File: src/rtl/ddr_cmd_sequencer_if.sv
// Request handshake plus DDR4 command/address pins and write/read timing strobes.
// master = requester side, slave = the command sequencer.
interface ddr_cmd_sequencer_if;
    logic        req_valid;
    logic        req_ready;
    logic        req_wr;
    logic        req_bl8;
    logic [1:0]  req_bg;
    logic [1:0]  req_ba;
    logic [13:0] req_row;
    logic [9:0]  req_col;
    logic        cs_n;
    logic        act_n;
    logic        RAS_n_A16;
    logic        CAS_n_A15;
    logic        WE_n_A14;
    logic [1:0]  bg_addr;
    logic [1:0]  ba_addr;
    logic        A13;
    logic        A12_BC_n;
    logic        A11;
    logic        A10_AP;
    logic [9:0]  A9_A0;
    logic        rd_rdy;
    logic        wr_start;
    logic        wr_active;
    logic        busy;

    modport master (
        output req_valid, req_wr, req_bl8, req_bg, req_ba, req_row, req_col,
        input  req_ready, cs_n, act_n, RAS_n_A16, CAS_n_A15, WE_n_A14,
        input  bg_addr, ba_addr, A13, A12_BC_n, A11, A10_AP, A9_A0,
        input  rd_rdy, wr_start, wr_active, busy
    );

    modport slave (
        input  req_valid, req_wr, req_bl8, req_bg, req_ba, req_row, req_col,
        output req_ready, cs_n, act_n, RAS_n_A16, CAS_n_A15, WE_n_A14,
        output bg_addr, ba_addr, A13, A12_BC_n, A11, A10_AP, A9_A0,
        output rd_rdy, wr_start, wr_active, busy
    );
endinterface

File: src/rtl/ddr_cmd_sequencer.sv
// Closed-page DDR4 sequencer: one request at a time as ACT -> RD/WR -> PRE with fixed gaps.
// ACT appears the cycle after accept; req_ready is low from accept until the sequence drains.
module ddr_cmd_sequencer #(
    parameter int T_RCD = 4,
    parameter int CL    = 5,
    parameter int CWL   = 4,
    parameter int T_WR  = 4,
    parameter int T_RTP = 3,
    parameter int T_RP  = 4
) (
    input  logic               CK_t,
    input  logic               reset_n,
    ddr_cmd_sequencer_if.slave bus
);
    localparam logic [5:0] L_TRCD     = 6'(T_RCD - 1);
    localparam logic [5:0] L_TRP      = 6'(T_RP - 1);
    localparam logic [5:0] L_RD_POST  = 6'(T_RTP - 1);
    localparam logic [5:0] L_WR8_POST = 6'(CWL + 4 + T_WR - 1);
    localparam logic [5:0] L_WR4_POST = 6'(CWL + 2 + T_WR - 1);

    typedef enum logic [2:0] {
        S_IDLE, S_ACT, S_TRCD, S_CAS, S_POST, S_PRE, S_TRP
    } state_t;

    state_t      r_state, w_state_nxt;
    logic [5:0]  r_cnt, w_cnt_nxt;
    logic        r_wr, r_bl8;
    logic [1:0]  r_bg, r_ba;
    logic [9:0]  r_col;
    logic        w_accept;

    logic        w_cs_n, w_act_n, w_ras, w_cas, w_we;
    logic [1:0]  w_bg, w_ba;
    logic        w_a13, w_a12, w_a11, w_a10;
    logic [9:0]  w_a9_0;

    logic        r_cs_n, r_act_n, r_ras, r_cas, r_we;
    logic [1:0]  r_bg_o, r_ba_o;
    logic        r_a13, r_a12, r_a11, r_a10;
    logic [9:0]  r_a9_0;
    logic        r_req_ready, r_busy;

    logic [CL-1:0]  r_rd_sh;
    logic [CWL-1:0] r_wr_sh, r_wbl_sh;
    logic [1:0]     r_wact_cnt;
    logic           r_rd_rdy, r_wr_start, r_wr_active;
    logic           w_rd_cas, w_wr_cas;

    assign w_accept = bus.req_valid && r_req_ready;

    always_ff @(posedge CK_t or negedge reset_n) begin
        if (!reset_n) begin
            r_state <= S_IDLE;
            r_cnt   <= '0;
            r_wr    <= 1'b0;
            r_bl8   <= 1'b0;
            r_bg    <= '0;
            r_ba    <= '0;
            r_col   <= '0;
        end else begin
            r_state <= w_state_nxt;
            r_cnt   <= w_cnt_nxt;
            if (w_accept) begin
                r_wr  <= bus.req_wr;
                r_bl8 <= bus.req_bl8;
                r_bg  <= bus.req_bg;
                r_ba  <= bus.req_ba;
                r_col <= bus.req_col;
            end
        end
    end

    always_comb begin
        w_state_nxt = r_state;
        w_cnt_nxt   = r_cnt;
        unique case (r_state)
            S_IDLE: if (w_accept) begin
                w_state_nxt = S_ACT;
                w_cnt_nxt   = '0;
            end
            S_ACT: begin
                w_state_nxt = S_TRCD;
                w_cnt_nxt   = L_TRCD;
            end
            S_TRCD: if (r_cnt <= 6'd1) w_state_nxt = S_CAS;
                    else w_cnt_nxt = r_cnt - 6'd1;
            S_CAS: begin
                w_state_nxt = S_POST;
                w_cnt_nxt   = r_wr ? (r_bl8 ? L_WR8_POST : L_WR4_POST) : L_RD_POST;
            end
            S_POST: if (r_cnt <= 6'd1) w_state_nxt = S_PRE;
                    else w_cnt_nxt = r_cnt - 6'd1;
            S_PRE: begin
                w_state_nxt = S_TRP;
                w_cnt_nxt   = L_TRP;
            end
            S_TRP: if (r_cnt <= 6'd1) begin
                w_state_nxt = S_IDLE;
                w_cnt_nxt   = '0;
            end else begin
                w_cnt_nxt = r_cnt - 6'd1;
            end
            default: w_state_nxt = S_IDLE;
        endcase
    end

    // Pins are decoded from the state being entered so each command lands with its state.
    always_comb begin
        w_cs_n = 1'b1;
        w_act_n = 1'b1;
        w_ras  = 1'b1;
        w_cas  = 1'b1;
        w_we   = 1'b1;
        w_bg   = '0;
        w_ba   = '0;
        w_a13  = 1'b0;
        w_a12  = 1'b0;
        w_a11  = 1'b0;
        w_a10  = 1'b0;
        w_a9_0 = '0;
        case (w_state_nxt)
            S_ACT: begin
                w_cs_n  = 1'b0;
                w_act_n = 1'b0;
                w_bg    = bus.req_bg;
                w_ba    = bus.req_ba;
                {w_a13, w_a12, w_a11, w_a10, w_a9_0} = bus.req_row;
            end
            S_CAS: begin
                w_cs_n = 1'b0;
                w_cas  = 1'b0;
                w_we   = ~r_wr;
                w_bg   = r_bg;
                w_ba   = r_ba;
                w_a12  = r_bl8;
                w_a9_0 = r_col;
            end
            S_PRE: begin
                w_cs_n = 1'b0;
                w_ras  = 1'b0;
                w_we   = 1'b0;
                w_bg   = r_bg;
                w_ba   = r_ba;
            end
            default: ;
        endcase
    end

    always_ff @(posedge CK_t or negedge reset_n) begin
        if (!reset_n) begin
            r_cs_n      <= 1'b1;
            r_act_n     <= 1'b1;
            r_ras       <= 1'b1;
            r_cas       <= 1'b1;
            r_we        <= 1'b1;
            r_bg_o      <= '0;
            r_ba_o      <= '0;
            r_a13       <= 1'b0;
            r_a12       <= 1'b1;
            r_a11       <= 1'b0;
            r_a10       <= 1'b0;
            r_a9_0      <= '0;
            r_req_ready <= 1'b0;
            r_busy      <= 1'b0;
        end else begin
            r_cs_n      <= w_cs_n;
            r_act_n     <= w_act_n;
            r_ras       <= w_ras;
            r_cas       <= w_cas;
            r_we        <= w_we;
            r_bg_o      <= w_bg;
            r_ba_o      <= w_ba;
            r_a13       <= w_a13;
            r_a12       <= w_a12;
            r_a11       <= w_a11;
            r_a10       <= w_a10;
            r_a9_0      <= w_a9_0;
            r_req_ready <= (w_state_nxt == S_IDLE);
            r_busy      <= (w_state_nxt != S_IDLE);
        end
    end

    // Strobe pipeline is free-running so a burst in flight outlives the FSM sequence.
    assign w_rd_cas = (w_state_nxt == S_CAS) && !r_wr;
    assign w_wr_cas = (w_state_nxt == S_CAS) && r_wr;

    always_ff @(posedge CK_t or negedge reset_n) begin
        if (!reset_n) begin
            r_rd_sh     <= '0;
            r_wr_sh     <= '0;
            r_wbl_sh    <= '0;
            r_wact_cnt  <= '0;
            r_rd_rdy    <= 1'b0;
            r_wr_start  <= 1'b0;
            r_wr_active <= 1'b0;
        end else begin
            r_rd_sh    <= (r_rd_sh << 1) | CL'(w_rd_cas);
            r_wr_sh    <= (r_wr_sh << 1) | CWL'(w_wr_cas);
            r_wbl_sh   <= (r_wbl_sh << 1) | CWL'(w_wr_cas && r_bl8);
            r_rd_rdy   <= r_rd_sh[CL-1];
            r_wr_start <= r_wr_sh[CWL-1];
            if (r_wr_sh[CWL-1]) begin
                r_wr_active <= 1'b1;
                r_wact_cnt  <= r_wbl_sh[CWL-1] ? 2'd3 : 2'd1;
            end else if (r_wact_cnt != 2'd0) begin
                r_wr_active <= 1'b1;
                r_wact_cnt  <= r_wact_cnt - 2'd1;
            end else begin
                r_wr_active <= 1'b0;
            end
        end
    end

    assign bus.req_ready = r_req_ready;
    assign bus.busy      = r_busy;
    assign bus.cs_n      = r_cs_n;
    assign bus.act_n     = r_act_n;
    assign bus.RAS_n_A16 = r_ras;
    assign bus.CAS_n_A15 = r_cas;
    assign bus.WE_n_A14  = r_we;
    assign bus.bg_addr   = r_bg_o;
    assign bus.ba_addr   = r_ba_o;
    assign bus.A13       = r_a13;
    assign bus.A12_BC_n  = r_a12;
    assign bus.A11       = r_a11;
    assign bus.A10_AP    = r_a10;
    assign bus.A9_A0     = r_a9_0;
    assign bus.rd_rdy    = r_rd_rdy;
    assign bus.wr_start  = r_wr_start;
    assign bus.wr_active = r_wr_active;
endmodule
File: src/flat_wrapper.sv
// flat-port wrapper written by rule: the top's interface ports become plain ports
module ddr_cmd_sequencer_flat 
#(
    parameter int T_RCD = 4,
    parameter int CL    = 5,
    parameter int CWL   = 4,
    parameter int T_WR  = 4,
    parameter int T_RTP = 3,
    parameter int T_RP  = 4
)
  (CK_t, reset_n, bus_req_valid, bus_req_wr, bus_req_bl8, bus_req_bg, bus_req_ba, bus_req_row, bus_req_col, bus_req_ready, bus_cs_n, bus_act_n, bus_RAS_n_A16, bus_CAS_n_A15, bus_WE_n_A14, bus_bg_addr, bus_ba_addr, bus_A13, bus_A12_BC_n, bus_A11, bus_A10_AP, bus_A9_A0, bus_rd_rdy, bus_wr_start, bus_wr_active, bus_busy);
  ddr_cmd_sequencer_if bus_i ();
  input  logic CK_t;
  input  logic reset_n;
  input wire logic [$bits(bus_i.req_valid)-1:0] bus_req_valid;
  input wire logic [$bits(bus_i.req_wr)-1:0] bus_req_wr;
  input wire logic [$bits(bus_i.req_bl8)-1:0] bus_req_bl8;
  input wire logic [$bits(bus_i.req_bg)-1:0] bus_req_bg;
  input wire logic [$bits(bus_i.req_ba)-1:0] bus_req_ba;
  input wire logic [$bits(bus_i.req_row)-1:0] bus_req_row;
  input wire logic [$bits(bus_i.req_col)-1:0] bus_req_col;
  output wire logic [$bits(bus_i.req_ready)-1:0] bus_req_ready;
  output wire logic [$bits(bus_i.cs_n)-1:0] bus_cs_n;
  output wire logic [$bits(bus_i.act_n)-1:0] bus_act_n;
  output wire logic [$bits(bus_i.RAS_n_A16)-1:0] bus_RAS_n_A16;
  output wire logic [$bits(bus_i.CAS_n_A15)-1:0] bus_CAS_n_A15;
  output wire logic [$bits(bus_i.WE_n_A14)-1:0] bus_WE_n_A14;
  output wire logic [$bits(bus_i.bg_addr)-1:0] bus_bg_addr;
  output wire logic [$bits(bus_i.ba_addr)-1:0] bus_ba_addr;
  output wire logic [$bits(bus_i.A13)-1:0] bus_A13;
  output wire logic [$bits(bus_i.A12_BC_n)-1:0] bus_A12_BC_n;
  output wire logic [$bits(bus_i.A11)-1:0] bus_A11;
  output wire logic [$bits(bus_i.A10_AP)-1:0] bus_A10_AP;
  output wire logic [$bits(bus_i.A9_A0)-1:0] bus_A9_A0;
  output wire logic [$bits(bus_i.rd_rdy)-1:0] bus_rd_rdy;
  output wire logic [$bits(bus_i.wr_start)-1:0] bus_wr_start;
  output wire logic [$bits(bus_i.wr_active)-1:0] bus_wr_active;
  output wire logic [$bits(bus_i.busy)-1:0] bus_busy;
  assign bus_i.req_valid = bus_req_valid;
  assign bus_i.req_wr = bus_req_wr;
  assign bus_i.req_bl8 = bus_req_bl8;
  assign bus_i.req_bg = bus_req_bg;
  assign bus_i.req_ba = bus_req_ba;
  assign bus_i.req_row = bus_req_row;
  assign bus_i.req_col = bus_req_col;
  assign bus_req_ready = bus_i.req_ready;
  assign bus_cs_n = bus_i.cs_n;
  assign bus_act_n = bus_i.act_n;
  assign bus_RAS_n_A16 = bus_i.RAS_n_A16;
  assign bus_CAS_n_A15 = bus_i.CAS_n_A15;
  assign bus_WE_n_A14 = bus_i.WE_n_A14;
  assign bus_bg_addr = bus_i.bg_addr;
  assign bus_ba_addr = bus_i.ba_addr;
  assign bus_A13 = bus_i.A13;
  assign bus_A12_BC_n = bus_i.A12_BC_n;
  assign bus_A11 = bus_i.A11;
  assign bus_A10_AP = bus_i.A10_AP;
  assign bus_A9_A0 = bus_i.A9_A0;
  assign bus_rd_rdy = bus_i.rd_rdy;
  assign bus_wr_start = bus_i.wr_start;
  assign bus_wr_active = bus_i.wr_active;
  assign bus_busy = bus_i.busy;
  ddr_cmd_sequencer #(.T_RCD(T_RCD), .CL(CL), .CWL(CWL), .T_WR(T_WR), .T_RTP(T_RTP), .T_RP(T_RP)) u_core (.CK_t(CK_t), .reset_n(reset_n), .bus(bus_i));
endmodule
File: config.mk
export PLATFORM = sky130hd
export DESIGN_NAME = ddr_cmd_sequencer_flat
export DESIGN_NICKNAME = d
export VERILOG_FILES = /design/src/rtl/ddr_cmd_sequencer_if.sv /design/src/rtl/ddr_cmd_sequencer.sv /design/src/flat_wrapper.sv
export SDC_FILE = /design/constraint.sdc
export NUM_CORES = 1
export LEC_CHECK = 0
export CAP_MARGIN = 10
export CELL_PAD_IN_SITES_DETAIL_PLACEMENT = 0
export CELL_PAD_IN_SITES_GLOBAL_PLACEMENT = 1
export CORE_MARGIN = 2
export CORE_UTILIZATION = 36
export DETAILED_ROUTE_END_ITERATION = 10
export GPL_TIMING_DRIVEN = 0
export MAX_ROUTING_LAYER = met4
export PLACE_DENSITY = 0.79
export SKIP_LAST_GASP = 1
export SLEW_MARGIN = 20
export SYNTH_ARGS = -nofsm -noshare
export SYNTH_HDL_FRONTEND = slang
export SYNTH_SLANG_ARGS = --single-unit
File: constraint.sdc
create_clock -name CK_t -period 2 [get_ports CK_t]
set_input_delay 0.5 -clock CK_t [delete_from_list [all_inputs] [get_ports CK_t]]
set_output_delay 0.5 -clock CK_t [all_outputs]
set_load 0.1 [all_outputs]
# After elaboration in Yosys (flattened, before gate mapping)
# Cells that the tools add are included.
[totals]
register_bits = 68
latchBits = 0
ramBits = 0
rom_bits = 0
inputBits = 33
out_inout_bits = 28
memories = 0
[classes]
add_sub_neg = 2
mul = 0
div_mod_pow = 0
order_cmp = 1
n_eq_ne = 11
shift = 0
muxes = 28
n_bitwise = 4
reduce_logical = 16
[op_table]
columns = ["cell", "n"]
rows = [
  ["case mux 6 bit (5 select lines)", 1],
  ["two-way mux 6 bit", 4],
  ["case mux 3 bit (7 select lines)", 1],
  ["case mux 10 bit (2 select lines)", 1],
  ["equality test 3 bit, second input constant", 4],
  ["two-way mux 3 bit", 4],
  ["equality test 3 x 2 -> 1 bit, second input constant", 3],
  ["two-way mux 1 bit", 9],
  ["two-way mux 2 bit", 4],
  ["OR 4 x 1 -> 4 bit", 2],
  ["case mux 2 bit (2 select lines)", 2],
  ["equality test 3 x 1 -> 1 bit, second input constant", 2],
  ["<= comparator 6 x 1 -> 1 bit, second input constant", 1],
  ["zero test 3 bit", 2],
  ["OR reduction 2 bit", 3],
  ["subtractor 6 x 1 -> 6 bit, second input constant", 1],
  ["OR 5 x 1 -> 5 bit", 1],
  ["nonzero test 5 bit", 1],
  ["logical AND 1 bit", 4],
  ["case mux 1 bit (2 select lines)", 2],
  ["nonzero test 2 bit", 2],
  ["AND reduction 3 bit", 1],
  ["nonzero test 3 bit", 1],
  ["OR reduction 3 bit", 1],
  ["other kinds (5)", 5],
]

# Longest topological paths before layout
[logic_depth]
depth_word = 7
mapped_depth = 7
depth_no_buf = 7

# Worst setup path before layout
# Ideal clock, no wire load.
[synth_timing]
kind = "reg-to-reg"
from = "reg u_core.r_req_ready, in the netlist u_core.bus.req_ready"
to = "reg u_core.r_ba[1]"
arrival_time_ns = 1.873
path_slack_ns = 0.003
path_stages_with_launch = 4
synth_period_minus_slack_ns = 1.997
path_cell_list = "dfrtp_1 > nand2_1 > clkbuf_1 > mux2_2"
[synth_via]
elab_chain_cells = 1
[synth_rtl]
columns = ["item", "line_no", "rtl"]
rows = [
  ["from (decl)", "ddr_cmd_sequencer.sv:41", "logic r_req_ready, r_busy;"],
  ["from (signal assigned)", "ddr_cmd_sequencer.sv:178", "r_req_ready <= (w_state_nxt == S_IDLE);"],
  ["logical AND 1 bit", "ddr_cmd_sequencer.sv:49", "assign w_accept = bus.req_valid && r_req_ready;"],
  ["to (signal assigned)", "ddr_cmd_sequencer.sv:67", "r_ba <= bus.req_ba;"],
  ["to (decl)", "ddr_cmd_sequencer.sv:28", "logic [1:0] r_bg, r_ba;"],
]
# No other way between the ends.
# A chain may end at the register's enable or synchronous reset.

# Worst setup path in the final report
[layout_timing]
from = "reg u_core.r_cnt[4]"
to = "reg u_core.r_busy, in the netlist u_core.bus.busy"
[layout_via]
elab_chain_cells = 4
[layout_rtl]
columns = ["item", "line_no", "rtl"]
rows = [
  ["from (decl)", "ddr_cmd_sequencer.sv:26", "logic [5:0] r_cnt, w_cnt_nxt;"],
  ["from (signal assigned)", "ddr_cmd_sequencer.sv:62", "r_cnt <= w_cnt_nxt;"],
  ["<= comparator 6 x 1 -> 1 bit *", "ddr_cmd_sequencer.sv:85, ddr_cmd_sequencer.sv:91, ddr_cmd_sequencer.sv:97", ""],
  ["two-way mux 3 bit (on tied branches)", "ddr_cmd_sequencer.sv:97, ddr_cmd_sequencer.sv:85, ddr_cmd_sequencer.sv:91", ""],
  ["case mux 3 bit (7 select lines) *", "ddr_cmd_sequencer.sv:76", "unique case (r_state)"],
  ["nonzero test 3 bit *", "ddr_cmd_sequencer.sv:179", "r_busy <= (w_state_nxt != S_IDLE);"],
  ["to (signal assigned)", "ddr_cmd_sequencer.sv:179", ""],
  ["to (decl)", "ddr_cmd_sequencer.sv:41", ""],
]
# Mark *: on every way between the ends. The rest lies on a longest branch, timed or not.

==> summary.md <==
| Metric | Value |
|---|---|
| Most Used Layer, Global Route | `met2` |
| Clk Latency, worst-skew pair | `approximately 0.33 ns` |
| Worst relative slew slack | `36.9%` |
| Seq/Total Area, Yosys | `64.2%` |
| Net Sw Frac | `44.8%` |
| Cell internal pwr | `3.59 mW` |
| Crit start category | `flip-flop` |
| Largest net degree at the start of global routing | `59` |
| Die X-Extent | `90.0 um` |
| Global-route wire length before repair | `8790 um` |
| Slew @ Worst Pin | `0.950 ns` |
| Post-DRT Antenna Nets | `0` |
| Final #Nets | `315` |
| Avg Vias per Cell | `4.80` |
| GRT met2 Usage | `21.7%` |
| Placed instance area | `roughly 3400 sq um` |
| Share of layout cells above drive strength 1 | `29.2%` |
| Worst Setup Path Type | `flip-flop to flip-flop` |
| Initial antenna violation count | `0` |
| GRT met1 Usage | `17.6%` |
| Longest Clk Path Bufs | `2` |
| Initial Util | `36.9%` |
| Syn Area/Cell | `13.1 sq um` |
| Clock Power Share | `a little under a fifth` |
| Row count | `31` |
| Final setup skew | `0.00881 ns` |
| CTS Buf Count | `9` |
| Initial detailed-routing violation count | `62` |
| Vias | `1,837` |
| Slew Viols, Final | `0` |
| DR DRC count | `0` |
| P per Cell Area | `about 1800 nW/um^2` |
| Total power draw | `6.50 mW` |
| Area of the multi-input gates | `888 sq um` |
| Status | `finished, final reports clean` |
| FFs w/ async S/R, synth | `between 90% and 100%` |
| Post-layout minimum cycle time | `1.99 ns` |
| RSZ-0062 raised after global routing | `yes` |
| H-tree levels | `3` |
| Crit path required time | `between 2 and 2.5 ns` |
| Most common cell after layout, fill and taps aside | `dfrtp_1` |
| Critical Path Fanout Max | `6` |
| CTS tree | `built` |
| P_leak | `~1.7 nW` |
| Final Wtd Congestion | `just over 0.8` |
| Port bufs | `60` |
| Die area | `8100 sq um` |
| Clock Sinks | `68` |
| Routed len/inst | `approximately 14 um` |
| Core region area | `7210 sq um` |
| Combinational share of power | `47.8%` |
| Distinct cell type count after synthesis | `45` |
| Fin. Hold Viols | `0` |
| Leading area contributor after synthesis | `dfrtp_1` |
| P_sw | `roughly 3 mW` |
| Largest stage delay, worst path | `0.57 ns` |
| Area delta synth->final | `37.4%` |
| Clock slew at reported path FFs | `0.08 ns` |
| Max Cap Violations | `0` |
| Grt met3 use | `~3.8%` |
| Gr usage total | `14.2%` |
| Worst min path class | `flip-flop to flip-flop` |
| Top cells by area, synth | `dfrtp_1 (58%), mux2_2 (7.2%), dfstp_2 (5.9%)` |
| Final period util | `99.7%` |
| Ant. Diodes | `0` |
| Grt ovf | `0` |
| DIE HEIGHT | `90.0 um` |
| Most frequent cells in the layout | `dfrtp_1 (60), clkdlybuf4s50_1 (31), mux2_2 (17)` |
| Maximum vdd drop | `between 0.6 and 0.7 mV` |
| Warnings from Yosys | `0` |
| Reg power frac | `33.0%` |
| Post-synth top flop | `dfrtp_1` |
| Pre-antenna DRT Iters | `4` |
| Final Instance Area | `between 3000 and 4000 sq um` |
| CP max-delay cell | `or4_4` |
| Critical path data arrival time | `approximately 2.2 ns` |
| Worst Setup End Kind | `flip-flop` |
| Post-DP HPWL | `3800 um` |
| Mapped Cells | `203` |
| CTS root buf | `clkbuf_8` |
| Setup violations, final | `0` |
| Top-area cell type share of the netlist area | `58.2%` |
| Max Freq | `0.501 GHz` |
| Top Ports | `61` |
| Number of synthesized flops with an enable pin | `0` |
| CP cell instances | `or4_4 -> nor2_1 -> o21ai_0 -> o22a_1` |
| Syn Std Cell Area | `2660 sq um` |
| Syn Nets | `239` |
| Final WL | `~5400 um` |
| Sequential cell area | `1710 sq um` |
| FILL cells | `672` |
| Seq cells post-synth | `68` |
| Vias in the first global route | `1,874` |
-- cell families (layout without fill, tap and decap cells) --
logic type               after synthesis  in the layout  synth area share, %
flip-flops                            68             68                 64.2
XOR/XNOR                               2              2                0.658
buffers and inverters                 17             98                 2.68
AND/OR/NAND/NOR                       49             49                 10.1
adder cells (fa/ha/maj)                3              3                 1.41
multiplexers                          19             19                 7.94
AO/OA/AOI/OAI                         45             45                 13.1
-- final timing paths --
check,endpoint,cells past startpoint,slack (ns),from
min in group asynchronous,u_core.r_cnt[4],2,0.56,reset_n
setup / recovery,u_core.bus.busy,4,0.005,u_core.r_cnt[4]
setup reg to reg,u_core.bus.busy,4,0.005,u_core.r_cnt[4]
max in group asynchronous,u_core.bus.CAS_n_A15,3,0.85,reset_n
hold reg to reg,u_core.r_wbl_sh[1],0,0.35,u_core.r_wbl_sh[0]
hold / removal,u_core.r_wbl_sh[1],0,0.35,u_core.r_wbl_sh[0]
-- registers in the layout, indices dropped and copies added, names as in the netlist, 2 cells and up --
| register | flops |
|---|---|
| u_core.r_wbl_sh | 4 |
| u_core.r_state | 3 |
| u_core.r_rd_sh | 5 |
| u_core.bus.A9_A0 | 10 |
| u_core.bus.ba_addr | 2 |
| u_core.r_bg | 2 |
| u_core.r_wr_sh | 4 |
| u_core.bus.bg_addr | 2 |
| u_core.r_col | 10 |
| u_core.r_wact_cnt | 2 |
| u_core.r_ba | 2 |
| u_core.r_cnt | 6 |
-- power groups by stage --
stage                     combinational, mW  sequential, mW  clock, mW
after floorplan                        1.25            3.28          0
after global placement                 3.08            2.16          0
after detailed placement               3.12            2.17          0
after CTS                              3.06            2.14       1.28
after global routing                   3.32            2.21       1.33
final                                  3.11            2.15       1.25
-- cells in the mapped netlist, drive strengths merged (4+ instances only) --
master / count
clkbuf: 8
inv: 8
mux2: 17
and2: 4
nand3: 7
nor3: 5
nor2: 14
a22o: 16
nand2: 8
dfstp: 6
o21ai: 8
dfrtp: 62
-- per-stage QoR --
| stage | setup slack, ns | std cells | util, % | setup TNS [ns] | hold WS, ns |
|---|---|---|---|---|---|
| after floorplan | 0.00258 | 203 | - | 0 | 0.204 |
| after global placement | -1.83 | 362 | 47.0 | -127.22 | 0.331 |
| after detailed placement | -0.385 | 363 | 47.3 | -7.67 | 0.337 |
| after CTS | 0.000269 | 379 | 50.8 | 0 | 0.355 |
| after global routing | -0.0544 | 383 | 50.7 | -0.284 | 0.359 |
| final | 0.00545 | 383 | 50.7 | 0 | 0.353 |
-- cell type report --
| type | instances | share of cell area (%) |
|---|---|---|
| buffer | 8 | 1.09 |
| timing repair buffer | 66 | 17.6 |
| tap | 99 | 3.38 |
| sequential | 68 | 46.8 |
| clock inverter | 7 | 2.70 |
| inverter | 8 | 0.820 |
| multi-input combinational | 118 | 24.3 |
| clock buffer | 9 | 3.38 |
-- worst max-delay path: cells and delay by family (launching register included) --
kind | cells | cell delay [ns]
flip-flops | 1 | 0.44
AO/OA/AOI/OAI | 2 | 0.50
AND/OR/NAND/NOR | 2 | 0.95
-- per-layer routing --
metal | part of all wire [%] | wire length, um
met1 | 46 | 2470
met2 | 48 | 2600
met3 | 4.5 | 240
met4 | 1.2 | 63
met5 | 0 | 0
-- timing repair --
| action | in CTS | in global routing |
|---|---|---|
| setup buffers | 0 | 3 |
| pin swaps | 1 | 2 |
| cloned | 0 | 1 |
| endpoints found under the hold margin | 9 | 0 |
| hold buffers | 1 | 0 |
| resized for setup | 72 | 20 |
| endpoints found under the setup margin | 48 | 37 |
(Power assumes the default switching activity.)
